`src/rtl/uart_tx_pkg.sv`:
```
// Shared definitions for the UART transmit frame engine: frame states, line-select codes, idle level.
package uart_tx_pkg;

    typedef enum logic [2:0] {
        IDLE   = 3'd0,
        START  = 3'd1,
        DATA   = 3'd2,
        PARITY = 3'd3,
        STOP   = 3'd4
    } tx_state_e;

    localparam logic [1:0] SEL_START = 2'b00;
    localparam logic [1:0] SEL_STOP  = 2'b01;
    localparam logic [1:0] SEL_DATA  = 2'b10;
    localparam logic [1:0] SEL_PAR   = 2'b11;

    localparam logic IDLE_LEVEL = 1'b1;

endpackage

```
`src/rtl/uart_tx_frame_if.sv`:
```
// Request/config/line bundle between the TX register block and the frame engine.
// send_break exists only when UART_TX_BREAK_EN is defined.
interface uart_tx_frame_if #(
    parameter int DATA_WIDTH = 8
);
    logic [DATA_WIDTH-1:0] P_DATA;
    logic                  Data_Valid;
    logic                  PAR_EN;
    logic                  PAR_TYP;
    logic                  STOP2;
    logic                  TX_OUT;
    logic                  busy;
`ifdef UART_TX_BREAK_EN
    logic                  send_break;

    modport master (output P_DATA, Data_Valid, PAR_EN, PAR_TYP, STOP2, send_break,
                    input  TX_OUT, busy);
    modport slave  (input  P_DATA, Data_Valid, PAR_EN, PAR_TYP, STOP2, send_break,
                    output TX_OUT, busy);
`else
    modport master (output P_DATA, Data_Valid, PAR_EN, PAR_TYP, STOP2,
                    input  TX_OUT, busy);
    modport slave  (input  P_DATA, Data_Valid, PAR_EN, PAR_TYP, STOP2,
                    output TX_OUT, busy);
`endif
endinterface

```
`src/rtl/uart_tx_parity_calc.sv`:
```
// Purpose: parity bit of a payload word, even (PAR_TYP=0) or odd (PAR_TYP=1).
// Latency: combinational.
// Backpressure: none.
module uart_tx_parity_calc #(
    parameter int DATA_WIDTH = 8
) (
    input  logic [DATA_WIDTH-1:0] data,
    input  logic                  PAR_TYP,
    output logic                  par_bit
);
    assign par_bit = (^data) ^ PAR_TYP;
endmodule

```
`src/rtl/uart_tx_frame.sv`:
```
// Purpose: serialises one payload word per accept into a UART frame (start, data LSB first, opt parity, 1/2 stop).
// Latency: TX_OUT falls and busy rises on the edge that samples Data_Valid; each line bit lasts CLKS_PER_BIT cycles.
// Backpressure: Data_Valid is dropped (not queued) while busy=1; UART_TX_BREAK_EN adds send_break line hold.
module uart_tx_frame #(
    parameter int DATA_WIDTH   = 8,
    parameter int CLKS_PER_BIT = 16
) (
    input  logic            CLK,
    input  logic            RST,
    uart_tx_frame_if.slave  bus
);
    import uart_tx_pkg::*;

    localparam int CW = $clog2((CLKS_PER_BIT > 2) ? CLKS_PER_BIT : 2);
    localparam int IW = $clog2(DATA_WIDTH);
    localparam logic [CW-1:0] CNT_LAST = CW'(CLKS_PER_BIT - 1);
    localparam logic [IW-1:0] IDX_LAST = IW'(DATA_WIDTH - 1);

    localparam logic [2:0] S_IDLE   = IDLE;
    localparam logic [2:0] S_START  = START;
    localparam logic [2:0] S_DATA   = DATA;
    localparam logic [2:0] S_PARITY = PARITY;
    localparam logic [2:0] S_STOP   = STOP;

    logic [2:0]            state_q, state_d;
    logic [CW-1:0]         cnt_q, cnt_d;
    logic [IW-1:0]         idx_q, idx_d;
    logic [DATA_WIDTH-1:0] data_q;
    logic                  par_en_q, par_typ_q, stop2_q;
    logic                  tx_q, tx_d;
    logic                  busy_q, busy_d;
    logic                  bit_done, load, brk_req, brk, par_bit;
    logic [1:0]            line_sel;

`ifdef UART_TX_BREAK_EN
    assign brk_req = bus.send_break;
`else
    assign brk_req = 1'b0;
`endif

    assign bit_done = (cnt_q == CNT_LAST);
    // Break only takes the line in IDLE, so a running frame always completes.
    assign brk      = (state_q == S_IDLE) && brk_req;
    assign load     = (state_q == S_IDLE) && !brk_req && bus.Data_Valid;

    uart_tx_parity_calc #(.DATA_WIDTH(DATA_WIDTH)) u_parity (
        .data    (data_q),
        .PAR_TYP (par_typ_q),
        .par_bit (par_bit)
    );

    always_comb begin
        state_d = state_q;
        idx_d   = idx_q;
        cnt_d   = bit_done ? '0 : cnt_q + CW'(1);
        case (state_q)
            S_IDLE: begin
                cnt_d = '0;
                idx_d = '0;
                if (load) state_d = S_START;
            end
            S_START: if (bit_done) state_d = S_DATA;
            S_DATA: if (bit_done) begin
                if (idx_q == IDX_LAST) begin
                    idx_d   = '0;
                    state_d = par_en_q ? S_PARITY : S_STOP;
                end else begin
                    idx_d = idx_q + IW'(1);
                end
            end
            S_PARITY: if (bit_done) state_d = S_STOP;
            // idx counts stop bits here: a second one only when STOP2 was latched.
            S_STOP: if (bit_done) begin
                if (stop2_q && idx_q == '0) begin
                    idx_d = IW'(1);
                end else begin
                    idx_d   = '0;
                    state_d = S_IDLE;
                end
            end
            default: state_d = S_IDLE;
        endcase
    end

    always_comb begin
        case (state_d)
            S_START:  line_sel = SEL_START;
            S_DATA:   line_sel = SEL_DATA;
            S_PARITY: line_sel = SEL_PAR;
            default:  line_sel = SEL_STOP;
        endcase
        case (line_sel)
            SEL_START: tx_d = 1'b0;
            SEL_DATA:  tx_d = data_q[idx_d];
            SEL_PAR:   tx_d = par_bit;
            default:   tx_d = IDLE_LEVEL;
        endcase
        if (brk) tx_d = 1'b0;
        busy_d = (state_d != S_IDLE) || brk;
    end

    always_ff @(posedge CLK or negedge RST) begin
        if (!RST) begin
            state_q   <= S_IDLE;
            cnt_q     <= '0;
            idx_q     <= '0;
            data_q    <= '0;
            par_en_q  <= 1'b0;
            par_typ_q <= 1'b0;
            stop2_q   <= 1'b0;
            tx_q      <= IDLE_LEVEL;
            busy_q    <= 1'b0;
        end else begin
            state_q <= state_d;
            cnt_q   <= cnt_d;
            idx_q   <= idx_d;
            tx_q    <= tx_d;
            busy_q  <= busy_d;
            if (load) begin
                data_q    <= bus.P_DATA;
                par_en_q  <= bus.PAR_EN;
                par_typ_q <= bus.PAR_TYP;
                stop2_q   <= bus.STOP2;
            end
        end
    end

    assign bus.TX_OUT = tx_q;
    assign bus.busy   = busy_q;

endmodule
```
`src/flat_wrapper.sv`:
```
// flat-port wrapper written by rule: the top's interface ports become plain ports
module uart_tx_frame_flat import uart_tx_pkg::*;
#(
    parameter int DATA_WIDTH   = 8,
    parameter int CLKS_PER_BIT = 16
)
  (CLK, RST, bus_P_DATA, bus_Data_Valid, bus_PAR_EN, bus_PAR_TYP, bus_STOP2, bus_TX_OUT, bus_busy);
  uart_tx_frame_if #(.DATA_WIDTH(DATA_WIDTH)) bus_i ();
  input  logic CLK;
  input  logic RST;
  input wire logic [$bits(bus_i.P_DATA)-1:0] bus_P_DATA;
  input wire logic [$bits(bus_i.Data_Valid)-1:0] bus_Data_Valid;
  input wire logic [$bits(bus_i.PAR_EN)-1:0] bus_PAR_EN;
  input wire logic [$bits(bus_i.PAR_TYP)-1:0] bus_PAR_TYP;
  input wire logic [$bits(bus_i.STOP2)-1:0] bus_STOP2;
  output wire logic [$bits(bus_i.TX_OUT)-1:0] bus_TX_OUT;
  output wire logic [$bits(bus_i.busy)-1:0] bus_busy;
  assign bus_i.P_DATA = bus_P_DATA;
  assign bus_i.Data_Valid = bus_Data_Valid;
  assign bus_i.PAR_EN = bus_PAR_EN;
  assign bus_i.PAR_TYP = bus_PAR_TYP;
  assign bus_i.STOP2 = bus_STOP2;
  assign bus_TX_OUT = bus_i.TX_OUT;
  assign bus_busy = bus_i.busy;
  uart_tx_frame #(.DATA_WIDTH(DATA_WIDTH), .CLKS_PER_BIT(CLKS_PER_BIT)) u_core (.CLK(CLK), .RST(RST), .bus(bus_i));
endmodule
```
`config.mk`:
```
export PLATFORM = sky130hd
export DESIGN_NAME = uart_tx_frame_flat
export DESIGN_NICKNAME = d
export VERILOG_FILES = /design/src/rtl/uart_tx_pkg.sv /design/src/rtl/uart_tx_frame_if.sv /design/src/rtl/uart_tx_parity_calc.sv /design/src/rtl/uart_tx_frame.sv /design/src/flat_wrapper.sv
export SDC_FILE = /design/constraint.sdc
export NUM_CORES = 1
export LEC_CHECK = 0
export ABC_AREA = 1
export ABC_CLOCK_PERIOD_IN_PS = 3700
export CAP_MARGIN = 20
export CELL_PAD_IN_SITES_DETAIL_PLACEMENT = 1
export CELL_PAD_IN_SITES_GLOBAL_PLACEMENT = 1
export CORE_UTILIZATION = 40
export CTS_CLUSTER_DIAMETER = 100
export CTS_CLUSTER_SIZE = 20
export DETAILED_ROUTE_END_ITERATION = 10
export DONT_BUFFER_PORTS = 1
export GPL_ROUTABILITY_DRIVEN = 0
export PLACE_DENSITY = 0.7
export REMOVE_ABC_BUFFERS = 1
export SLEW_MARGIN = 20
export SYNTH_ARGS = -nofsm -noshare
export SYNTH_HDL_FRONTEND = slang
export SYNTH_SLANG_ARGS = --single-unit
```
`constraint.sdc`:
```
create_clock -name CLK -period 3.7 [get_ports CLK]
set_clock_uncertainty 0.1 [all_clocks]
set_input_delay 0.555 -clock CLK [delete_from_list [all_inputs] [get_ports CLK]]
set_output_delay 0.555 -clock CLK [all_outputs]
set_load 0.1 [all_outputs]
```
==> impl_metrics.ini <==
[run_status]
outcome = finished clean

[synthesis]
syn-instance-count = 150
yosys-top-cells-area = dfrtp_1 (42%), nand3_1 (5.3%), nand2_1 (5.1%), nor2_1 (5.1%), inv_1 (4.3%)
synth_seq_cells = 23
synth.avg_cell_area_um2 = 8.76
ys_types = 27
netlist_area_mm2 = 0.00131
synth_warnings = 0
ys_seq_area_share_pct = 43.9
netlist.area_leader.share_pct = 41.9
synth_top_area_cell = dfrtp_1

[critical_path]
slowest_stage = dfrtp_1
critPathKind = reg2reg
cp_slowest_stage_delay_ps = 420
endpoint_kind = flip-flop
cp.required_ps = 3800
crit_chain = ha_1 -> ha_1 -> inv_1 -> or2_1 -> o21ai_1 -> nand3_1 -> nor2_1 -> nand3_1
cp-startpoint = u_core.idx_q[0]
crit_path_max_fanout = 4
cp_num_buf_inv = 1
worstReg2RegStart = u_core.idx_q[0]
crit_family = simple AND/OR/NAND/NOR gates
worstPathArrival_ps = 2040
start_kind = flip-flop

[finish]
drive_above_1_share_pct = 22.7
antennaDiodeCount = 0
syn_to_final_growth_pct = 6.48
fillers = 380
final_net_count = 173

[clocking]
htree_num_levels = 1
cts_resized = 0
cts_tree = yes
cts-buffers-inserted = 3
path_clk_slew_ps = 140
clockBufferDepth = 2
cts_sinks = 23
clkLatencyLatePin_ps = 320
cts-root-buf = clkbuf_4
cts_setup_buffers = 0
holdBufCountCts = 1

[global_routing]
overflow = 0
grt_use_total_pct = 18.4
grt_pass1_vias = 1092
antenna_found_initial = 0
grt_pass1_wl_mm = 4.71
grt_start_max_net_pins = 24

[place]
dp_slack_ps = 1790
dp_hpwl_mm = 2.17
port_buffers = 0

[timing]
worst_pin_slew_ps = 861
setup_violations = 0
fin_hold_ws_ps = 81.1
fmaxAchievable_ghz = 0.515
period_needed_ps = 1940
rsz0062_at_grt = no
hold_violations = 0
report.final.slew_viol_count = 0
relSlewSlack_pct = 42.6
finalCritPeriodShare_pct = 52.5
tns_ps = 0
setup_ws_ps = 1760

[power]
powerDensity_mw_per_mm2 = 271
p_leak_nw = 0.667
switching_share_pct = 22.6
comb_power_share_pct = 1.4
switchingPower_mw = 0.0855
power_mw = 0.379
pwr-share-clk_pct = 32.2
intPower_mw = 0.293
seq_power_share_pct = 66.4
peakVddDrop_mv = 0.152

[run]
drv_cap = 0

[die]
ios = 16
fp.dieW_um = 59.3
die-height_um = 59.3
rows = 20
die-area_mm2 = 0.00352
initial_utilization_pct = 42.7
coreArea_mm2 = 0.00308

[detailed_routing]
routed-via-count = 981
dr.pass1.iters = 3
first_iter_violations = 12
routed_via_density = 4.95
drtAntennaViolNets = 0
wl_per_cell_um = 13.5
drc = 0
wirelength_mm = 2.67

[worst_hold_path]
min_path_type = in2async
[cell families (layout without fill, tap and decap cells)]
kind of cell	after synthesis	count (layout)	synth area share, %
mux	4	4	3.43
compound gates	19	19	8.76
buf+inv	21	25	6.09
simple gates	71	71	28.7
flops	23	23	43.9
xor+xnor	8	8	5.33
fa+ha+maj	4	4	3.81
[metal layers]
layer / GRT usage [%] / part of all wire [%] / vias up
li1: - / - / 491
met1: 19.0 / 40 / 480
met2: 36.4 / 57 / 8
met3: 2.18 / 1.9 / 2
met4: 7.82 / 0.71 / 0
met5: 0 / 0 / -
[final cells by class]
class                   instances  area, µm²  share of cell area (%)
multi-input cells             106        657                    47.0
flip-flops and latches         23        577                    41.2
inverters                      20       75.1                    5.37
well taps                      44       55.1                    3.94
clock buffers                   3       22.5                    1.61
clock inverters                 1       7.51                   0.537
repair buffers                  1       5.00                   0.358
[synth_stat cells]
library cell / n
nor2_2: 2
dfstp_2: 1
nand3b_1: 3
a31oi_1: 1
o21ai_0: 2
o21ai_1: 1
inv_1: 15
nor2_1: 18
xor2_1: 4
a21oi_1: 11
nand3_2: 3
nand2_2: 6
nand2_1: 18
inv_2: 5
ha_1: 4
nand4_1: 1
nand2_4: 3
nand3_1: 14
or2_1: 1
xnor2_1: 4
a21oi_2: 2
mux2_2: 4
dfrtp_1: 22
a211oi_2: 1
nor2_4: 2
buf_2: 1
o21ai_2: 1
[power groups by stage]
stage	Clock [mW]	Sequential, mW	Combinational, mW
2_1_floorplan	0	0.256	0.0000884
3_3_place_gp	0	0.256	0.0000883
3_5_place_dp	0	0.256	0.0000883
4_1_cts	0.129	0.251	0.00605
5_1_grt	0.135	0.252	0.00653
6_report	0.122	0.251	0.00522
[cells in the final DEF (no fill, tap or decap)]
master,n
clkinvlp_4,1
a31oi_1,1
clkbuf_4,3
ha_1,4
dfrtp_1,22
nand3b_1,3
nor2_1,18
dfstp_2,1
nand2_4,3
nand3_2,3
nand3_1,14
nor2_4,2
mux2_2,4
xnor2_1,4
a21oi_2,2
inv_1,15
o21ai_1,1
buf_2,1
o21ai_2,1
xor2_1,4
inv_2,5
or2_1,1
nor2_2,2
a21oi_1,11
nand2_1,18
a211oi_2,1
nand2_2,6
nand4_1,1
o21ai_0,2
[flip-flops by register name (all words and copies together), names as in the netlist]
| register | count |
|---|---|
| u_core.bus.TX_OUT | 1 |
| u_core.stop2_q | 1 |
| u_core.par_typ_q | 1 |
| u_core.data_q | 8 |
| u_core.bus.busy | 1 |
| u_core.cnt_q | 4 |
| u_core.idx_q | 3 |
| u_core.state_q | 3 |
| u_core.par_en_q | 1 |
[metrics by stage]
step	area (µm²)	std cells	utilization, %
2_1_floorplan	1310	149	-
3_3_place_gp	1360	193	44.3
3_5_place_dp	1360	193	44.3
4_1_cts	1400	198	45.6
5_1_grt	1400	198	45.4
6_report	1400	198	45.4
[final timing paths]
kind	cells past startpoint	to	slack, ps
min in group CLK	1	u_core.par_en_q	270
setup reg to reg	8	u_core.bus.busy	1760
max in group asynchronous	1	u_core.bus.TX_OUT	3040
hold / removal	1	u_core.par_typ_q	80
setup / recovery	8	u_core.bus.busy	1760
hold reg to reg	1	u_core.cnt_q[0]	370
Power figures use the tool's default switching activity.
